<file path="src/rtl/sobel_window_buffer.sv">
// 3x3 sliding-window builder for a raster gray stream, using two line buffers.
// Optional macro SOBEL_WIN_POS_EN adds the registered window-centre outputs win_row_o/win_col_o.
module sobel_window_buffer #(
  parameter int unsigned IMG_WIDTH  = 64,
  parameter int unsigned IMG_HEIGHT = 64,
  parameter int unsigned PX_W       = 8
) (
  input  logic                          clk_i,
  input  logic                          nreset_i,
  input  logic                          start_i,
  input  logic                          finish_i,
  input  logic                          px_valid_i,
  input  logic [PX_W-1:0]               px_gray_i,
  output logic                          win_valid_o,
  output logic [9*PX_W-1:0]             win_o,
  output logic                          busy_o
`ifdef SOBEL_WIN_POS_EN
  ,
  output logic [$clog2(IMG_HEIGHT)-1:0] win_row_o,
  output logic [$clog2(IMG_WIDTH)-1:0]  win_col_o
`endif
);

  localparam int unsigned CW = $clog2(IMG_WIDTH);
  localparam int unsigned RW = $clog2(IMG_HEIGHT);

  typedef enum logic [1:0] {IDLE, FILL, STREAM} state_t;

  state_t          state;
  logic [CW-1:0]   col;
  logic [RW-1:0]   row;
  logic [PX_W-1:0] lb0 [IMG_WIDTH];
  logic [PX_W-1:0] lb1 [IMG_WIDTH];
  logic [PX_W-1:0] win [9];
  logic [PX_W-1:0] win_shift [9];
  logic [9*PX_W-1:0] win_packed;
  logic            accept;
  logic            col_last;
  logic            row_last;
  logic            win_hit;

  assign accept   = (state != IDLE) && px_valid_i && !finish_i;
  assign col_last = (col == CW'(IMG_WIDTH - 1));
  assign row_last = (row == RW'(IMG_HEIGHT - 1));
  assign win_hit  = (row >= RW'(2)) && (col >= CW'(2));

  // Window after one left shift, with the new right column taken from the line buffers.
  always_comb begin
    win_shift[0] = win[1];
    win_shift[1] = win[2];
    win_shift[2] = lb1[col];
    win_shift[3] = win[4];
    win_shift[4] = win[5];
    win_shift[5] = lb0[col];
    win_shift[6] = win[7];
    win_shift[7] = win[8];
    win_shift[8] = px_gray_i;
    win_packed   = '0;
    for (int k = 0; k < 9; k++) begin
      win_packed[9*PX_W-1-k*PX_W -: PX_W] = win_shift[k];
    end
  end

  // Line buffers carry no reset; a frame writes each column before reading it back.
  always_ff @(posedge clk_i) begin
    if (nreset_i && accept) begin
      lb1[col] <= lb0[col];
      lb0[col] <= px_gray_i;
    end
  end

  always_ff @(posedge clk_i) begin
    if (!nreset_i) begin
      state       <= IDLE;
      col         <= '0;
      row         <= '0;
      win_valid_o <= 1'b0;
      win_o       <= '0;
      busy_o      <= 1'b0;
      for (int k = 0; k < 9; k++) win[k] <= '0;
`ifdef SOBEL_WIN_POS_EN
      win_row_o   <= '0;
      win_col_o   <= '0;
`endif
    end else begin
      win_valid_o <= 1'b0;
      case (state)
        IDLE: begin
          if (start_i) begin
            state  <= FILL;
            col    <= '0;
            row    <= '0;
            busy_o <= 1'b1;
          end
        end
        FILL, STREAM: begin
          if (finish_i) begin
            state  <= IDLE;
            busy_o <= 1'b0;
          end else if (px_valid_i) begin
            for (int k = 0; k < 9; k++) win[k] <= win_shift[k];
            if (col_last) begin
              col <= '0;
              row <= row + RW'(1);
            end else begin
              col <= col + CW'(1);
            end
            if (win_hit) begin
              win_valid_o <= 1'b1;
              win_o       <= win_packed;
`ifdef SOBEL_WIN_POS_EN
              win_row_o   <= row - RW'(1);
              win_col_o   <= col - CW'(1);
`endif
            end
            if (row_last && col_last) begin
              state  <= IDLE;
              busy_o <= 1'b0;
            end else if (state == FILL && row == RW'(1) && col_last) begin
              state <= STREAM;
            end
          end
        end
        default: begin
          state  <= IDLE;
          busy_o <= 1'b0;
        end
      endcase
    end
  end

endmodule
</file>
<file path="config.mk">
export PLATFORM = sky130hd
export DESIGN_NAME = sobel_window_buffer
export DESIGN_NICKNAME = d
export VERILOG_FILES = /design/src/rtl/sobel_window_buffer.sv
export SDC_FILE = /design/constraint.sdc
export NUM_CORES = 1
export LEC_CHECK = 0
export CAP_MARGIN = 20
export CORE_MARGIN = 3
export CORE_UTILIZATION = 52
export CTS_BUF_LIST = sky130_fd_sc_hd__clkbuf_2 sky130_fd_sc_hd__clkbuf_4 sky130_fd_sc_hd__clkbuf_8
export CTS_CLUSTER_DIAMETER = 150
export DETAILED_ROUTE_END_ITERATION = 16
export GPL_ROUTABILITY_DRIVEN = 1
export PLACE_DENSITY = 0.68
export SYNTH_ARGS = -nofsm -noshare
export SYNTH_HDL_FRONTEND = slang
export SYNTH_SLANG_ARGS = --single-unit
</file>
<file path="constraint.sdc">
create_clock -name clk_i -period 4.5 [get_ports clk_i]
set_clock_uncertainty 0.15 [all_clocks]
set_input_delay 0.675 -clock clk_i [delete_from_list [all_inputs] [get_ports clk_i]]
set_output_delay 0.675 -clock clk_i [all_outputs]
set_load 0.01 [all_outputs]
</file>
==> out/summary.txt, run 1 <==
WP data arrival -> 4.21 ns
global route total overflow -> 0
R2R depth -> 9
hold path depth -> 1
Cells after Synth -> 2,273
static leakage -> 16.17 nW
Fin Hold WS -> 0.1545 ns
clock share of power -> 0.397
share of the synthesized area in the top cell type -> 0.7240
placed instance area -> 47,460 um2
gp weighted congestion -> 1.027
Hold EP -> lb0[58][7]$_DFFE_PP_
final period utilization -> 0.8449
clock tree buffer depth -> 3
CTS buffer count -> 181
#FFs+latches synth -> 1,166
outcome -> complete, no violations
DRT Wirelength -> 117,300 um
cell taking the most area after synthesis -> edfxtp_1
pin count of the biggest net entering global routing -> 68
RSZ-0062 raised after global routing -> no
num ports -> 87
DP HPWL -> 73,160 um
antenna violations before repair -> 3
reg2reg end -> lb1[46][4]$_DFFE_PP_
Final nets -> 2,584
vias per cell -> 6.273
Die Y -> 298.4 um
Pre-Repair DR Iteration Count -> 6
Netlist cell types -> 54
total internal power -> 0.01746 W
number of setup buffers added after CTS -> 0
kind of end point of the critical path -> register
Worst EP required -> 4.91 ns
slew margin rel. -> 0.2984
clock slew at the register clock pins of the worst setup and hold paths -> 0.06 ns
number of port buffers -> 86
Finished Cell Area -> 51,200 um2
Clock Latency Late Sink -> 0.84 ns
Hold/Removal Path Class -> primary input to register
Design Power -> 0.02247 W
total track usage -> 0.2668
Detailed Route Iter0 Violations -> 3,301
CTS root buffer -> clkbuf_8
min-delay src -> px_gray_i[7]
synth top area cells -> edfxtp_1 72%, mux4_2 13%, dfxtp_1 4.2%, nand2_1 1.4%, a21oi_1 1.0%
Switching Fraction -> 0.2229
Slew @ Worst Pin -> 1.041 ns
top-count cell post-synth -> edfxtp_1
main flop type after synthesis -> edfxtp_1
final setup TNS -> 0 ns
PwrDens -> 438.9 nW/um2
number of global-route vias before repair -> 24,020
max cap viols -> 0
# setup viols final -> 0
syn avg cell area -> 19.56 um2
CTS resizes -> 0
drc violations -> 0
first-pass GRT wire length -> 170,100 um
synthesized cell area -> 44,460 um2
synth cell count leaders -> 1,072 x edfxtp_1, 252 x mux4_2, 166 x nand2_1, 99 x nor2_1, 94 x dfxtp_1
worst-path fanout max -> 32
Switch Pwr -> 0.005008 W
sequential share of power -> 0.535
peak supply drop -> 289.8 uV
vias -> 24,120
Die Area -> 89,050 um2
Final min period -> 3.802 ns
fraction of registers with async set/reset -> 0
post-synthesis net count -> 2,293
clock tree sinks -> 1,166
R2R setup slack -> 0.70 ns
Crit Path Category -> register to register
share of cells above drive strength 1 -> 0.2710
Routed WL per cell -> 30.52 um
CTS Hold Buffers Added -> 0
CP Launch Type -> register
Synth-to-Final Area Change -> 15.14%
Core ar. -> 84,220 um2
final hold violation count -> 0
Final Util -> 0.6079
Slew Limit Fails -> 0
synth warn -> 0
htree depth -> 4
Die Width -> 298.4 um
register area share after synthesis -> 0.7663
Post-synth EDFFs -> 1,072
Comb power frac -> 0.069
Layout fillers -> 5,962
CTS tree -> built
Initial Utilization -> 0.5279
row count -> 106
Max Clk Rate -> 263.0 MHz
post-route ant nets -> 0
-- state kept, by name (all words and copies together) (netlist names), named ones only --
name and cells:
lb0 512, lb1 512, win_o 72, win 48, col 6, row 6, state 2, busy_o 1
win_valid_o 1
-- layout make-up --
| cell class | count | area [um2] | share of cell area |
|---|---|---|---|
| flip-flops and latches | 1166 | 34090 | 0.6658 |
| multi-input cells | 954 | 9701 | 0.1895 |
| clock buffers | 251 | 3085 | 0.06027 |
| repair buffers | 243 | 2250 | 0.04394 |
| well taps | 1134 | 1419 | 0.02771 |
| clock inverters | 76 | 583.1 | 0.01139 |
| inverters | 18 | 67.56 | 0.001320 |
| diodes | 2 | 5.005 | 0.00009776 |
-- cell usage in the layout (no fill, tap or decap), types with 10 or more instances in the layout --
cell type	Yosys	routed
a211oi_1	10	10
a21oi_1	89	89
a22oi_1	27	27
and3_1	38	37
buf_12	0	20
buf_4	14	137
clkbuf_4	0	59
clkbuf_8	0	192
clkdlybuf4s50_1	0	78
clkinv_1	1	41
clkinv_2	0	16
dfxtp_1	94	90
edfxtp_1	1072	1072
mux2i_1	37	37
mux4_2	252	252
nand2_1	166	165
nand3_1	31	30
nor2_1	99	99
nor2b_1	14	14
nor3_1	15	15
o21ai_0	22	22
o221ai_1	28	28
o22ai_1	20	20
-- worst max-delay path, stage by stage, from the launching register on --
cell      delay [ns]
dfxtp_4         0.52
buf_12          0.25
buf_12          0.23
mux4_2          0.55
mux2i_1         0.49
a221oi_1        0.16
buf_4           0.17
nor3_1          0.55
inv_2           0.16
buf_12          0.21
-- logic make-up (layout without fill, tap and decap cells) --
logic type                 count (synthesis)  after routing  synth area share
DFF                                     1166           1166            0.7663
and+or+nand+nor                          408            408           0.04182
muxes                                    289            289            0.1360
AOI/OAI and AO/OA                        241            241           0.03616
buffers and inverters                    153            588           0.01598
xor gates and xnor gates                   9              9          0.001773
adders and majority gates                  7              7          0.001970
other                                      0              2                 0
-- worst max-delay path by stage --
stage / cells past startpoint / endpoint / slack (ns)
6_report: 9 / lb1[46][4]$_DFFE_PP_ / 0.70
5_1_grt: 9 / lb1[36][4]$_DFFE_PP_ / 0.61
4_1_cts: 9 / lb1[36][4]$_DFFE_PP_ / 0.73
3_5_place_dp: 9 / lb1[56][4]$_DFFE_PP_ / 0.78
3_3_place_gp: 8 / lb1[30][3]$_DFFE_PP_ / 0.79
2_1_floorplan: 5 / lb0[32][0]$_DFFE_PP_ / 0.46
-- power by group through the flow --
| stage | combinational (W) | sequential [W] | clock, W |
|---|---|---|---|
| 2_1_floorplan | 0.000987 | 0.0122 | 0 |
| 3_3_place_gp | 0.00150 | 0.0122 | 0 |
| 3_5_place_dp | 0.00153 | 0.0122 | 0 |
| 4_1_cts | 0.00153 | 0.0120 | 0.00907 |
| 5_1_grt | 0.00163 | 0.0120 | 0.00957 |
| 6_report | 0.00154 | 0.0120 | 0.00892 |
-- metrics by stage --
step                worst slack, ns  cells
finish                       0.6980   3844
global route                 0.6066   3844
CTS                          0.7270   3839
detailed placement           0.7789   3512
global placement             0.7889   3512
floorplan                    0.4646   2273
-- metal layers --
layer | vias to the layer above | track usage | routed length, um
met5 | - | 0 | 0
met2 | 1557 | 0.4028 | 54110
met3 | 219 | 0.06364 | 13650
met4 | 0 | 0.1035 | 4208
li1 | 9866 | - | -
met1 | 12470 | 0.3822 | 45350
No activity file was read; power rests on OpenSTA's default activity.
==> run 2, diff against run 1 <==
- PLACE_DENSITY: 0.68 -> 0.71
- clock period: 4.5 -> 3.3 ns (I/O delays scaled with it)
==> run 2 against run 1 <==
Cell count increased by 0.86%. Setup slack got worse by 0.61 ns. Clock-buffer cell count decreased by 15. Critical endpoint is now lb1[17][6]$_DFFE_PP_. Hold slack got worse by 0.077 ns. First-iteration DRC count decreased by 17%. Critical path type unchanged. Die area unchanged. Largest power group unchanged. Via count decreased by 1.2%. Clock power increased by 28%.
==> out/summary.txt, run 2 (synthesis results as in run 1) <==
CTS tree -> built
R2R setup slack -> 0.09 ns (-0.61 ns)
Final min period -> 3.208 ns (-0.5940 ns)
R2R depth -> 9 (unchanged)
WP data arrival -> 3.70 ns (-0.51 ns)
Worst EP required -> 3.79 ns (-1.12 ns)
CP max-delay cell -> a21oi_1
number of global-route vias before repair -> 23,920 (-0.41%)
row count -> 106 (unchanged)
clock tree sinks -> 1,166 (unchanged)
clock tree buffer depth -> 3 (unchanged)
CTS buffer count -> 177 (-2.2%)
kind of end point of the critical path -> register
Crit path buffers/inverters -> 5 (unchanged)
# setup viols final -> 0 (unchanged)
CP cell instances -> buf_4 > nor2b_1 > buf_4 > a22oi_1 > buf_4 > a21oi_1 > a211oi_2 > inv_2 > buf_12
Die Y -> 298.4 um (unchanged)
Pre-Repair DR Iteration Count -> 6 (unchanged)
Die Width -> 298.4 um (unchanged)
PwrDens -> 582.2 nW/um2 (+33%)
most common cell after layout, fill and taps aside -> edfxtp_1
min-delay src -> px_gray_i[1]
Core ar. -> 84,220 um2 (unchanged)
placed instance area -> 48,060 um2 (+1.3%)
Most common cell on crit path -> buf_4
Slew Limit Fails -> 0 (unchanged)
slew margin rel. -> 0.3983 (+0.09988)
clock slew at the register clock pins of the worst setup and hold paths -> 0.06 ns (about the same)
final hold violation count -> 0 (unchanged)
Crit Path Category -> register to register
htree depth -> 4 (unchanged)
Initial Utilization -> 0.5279 (unchanged)
first-pass GRT wire length -> 160,600 um (-5.6%)
most frequent cells in the layout -> 1,072 x edfxtp_1, 252 x mux4_2, 181 x clkbuf_8, 168 x buf_4, 165 x nand2_1
Layout fillers -> 5,834 (-2.1%)
number of setup buffers added after CTS -> 0 (unchanged)
Design Power -> 0.02999 W (+33%)
peak supply drop -> 361.0 uV (+25%)
pin count of the biggest net entering global routing -> 67 (-1.5%)
Routed WL per cell -> 28.04 um (-8.1%)
Slew @ Worst Pin -> 0.9026 ns (-0.1388 ns)
total track usage -> 0.2472 (-0.01960)
vias per cell -> 6.147 (-2.0%)
DRT Wirelength -> 108,700 um (-7.4%)
max cap viols -> 0 (unchanged)
Max Clk Rate -> 311.7 MHz (+19%)
reg2reg end -> lb1[17][6]$_DFFE_PP_
drc violations -> 0 (unchanged)
gp weighted congestion -> 0.8729 (-15%)
Finished Cell Area -> 51,510 um2 (+0.61%)
outcome -> complete, no violations
Final nets -> 2,628 (+1.7%)
global route total overflow -> 0 (unchanged)
share of cells above drive strength 1 -> 0.2794 (+0.008309)
RSZ-0062 raised after global routing -> no
biggest regs -> lb0 x512, lb1 x512, win_o x72
CP top delay family -> buffers and inverters
worst-path fanout max -> 32 (unchanged)
Detailed Route Iter0 Violations -> 2,737 (-17%)
hold path depth -> 2 (+1)
Synth-to-Final Area Change -> 15.84%
num ports -> 87 (unchanged)
DP HPWL -> 68,510 um (-6.4%)
Final Util -> 0.6116 (+0.003684)
Fin Hold WS -> 0.07742 ns (-0.07711 ns)
static leakage -> 16.33 nW (+1.0%)
final setup TNS -> 0 ns (unchanged)
final period utilization -> 0.9721 (+0.1272)
antenna violations before repair -> 2 (-1)
post-route ant nets -> 0 (unchanged)
Hold/Removal Path Class -> primary input to register
CP Launch Type -> register
Clock Latency Late Sink -> 0.83 ns (about the same)
number of port buffers -> 86 (unchanged)
Hold EP -> lb0[58][1]$_DFFE_PP_
vias -> 23,830 (-1.2%)
Crit path largest cell delay -> 0.61 ns (+0.06 ns)
CTS root buffer -> clkbuf_8
Die Area -> 89,050 um2 (unchanged)
-- run 2: cell types whose count changed in the layout (fill, tap and decap cells not counted), moves of 4 or more --
cell and change:
clkbuf_4 -4, buf_12 +13, buf_4 +31, bufinv_16 -4
clkbuf_8 -11
-- run 2: how the worst max path moves through the flow --
stage / from / end / cells after the start
floorplan: nreset_i / lb0[32][0]$_DFFE_PP_ / 5
detailed placement: register / lb1[3][7]$_DFFE_PP_ / 7
finish: register / lb1[17][6]$_DFFE_PP_ / 9
CTS: register / lb1[8][7]$_DFFE_PP_ / 7
global placement: register / lb1[2][7]$_DFFE_PP_ / 7
global route: register / lb1[10][6]$_DFFE_PP_ / 9
-- run 2: power breakdown --
| group | leakage [nW] | switching, W | internal [W] |
|---|---|---|---|
| Combinational | 4.08 | 0.00123 | 0.000979 |
| Sequential | 10.5 | 0.0000378 | 0.0163 |
| Clock | 1.79 | 0.00542 | 0.00599 |
-- run 2: repair_timing --
action | in CTS | in global routing
setup endpoints to repair | 0 | 60
hold buffers | 2 | 0
resized for setup | 0 | 3
hold endpoints to repair | 10 | 0
-- run 2: worst register-to-register path: cells and delay by family (launching register included) --
| family | cells | cell delay [ns] |
|---|---|---|
| buffers and inverters | 5 | 1.03 |
| AO/OA/AOI/OAI | 3 | 0.83 |
| AND/OR/NAND/NOR | 1 | 0.56 |
| flip-flops | 1 | 0.43 |
-- run 2: final cells by class --
| cell class | count | area (um2) | share of cell area |
|---|---|---|---|
| diodes | 1 | 2.502 | 0.00004859 |
| clock buffers | 236 | 2904 | 0.05638 |
| clock inverters | 77 | 501.7 | 0.009741 |
| inverters | 18 | 67.56 | 0.001312 |
| multi-input cells | 954 | 9724 | 0.1888 |
| flip-flops and latches | 1166 | 34090 | 0.6618 |
| well taps | 1134 | 1419 | 0.02755 |
| repair buffers | 291 | 2801 | 0.05439 |
-- run 2: routing by layer --
layer | GRT usage | share of wire | vias to the layer above
li1 | - | - | 9936
met4 | 0.07328 | 0.023 | 0
met5 | 0 | 0 | -
met3 | 0.06444 | 0.11 | 175
met2 | 0.3802 | 0.47 | 1393
met1 | 0.3536 | 0.39 | 12330
-- run 2: per-stage QoR --
step	cells	setup slack, ns
finish	3877	0.09198
global route	3877	0.01220
CTS	3876	0.09701
detailed placement	3561	0.1294
global placement	3561	0.1565
floorplan	2273	0.1014
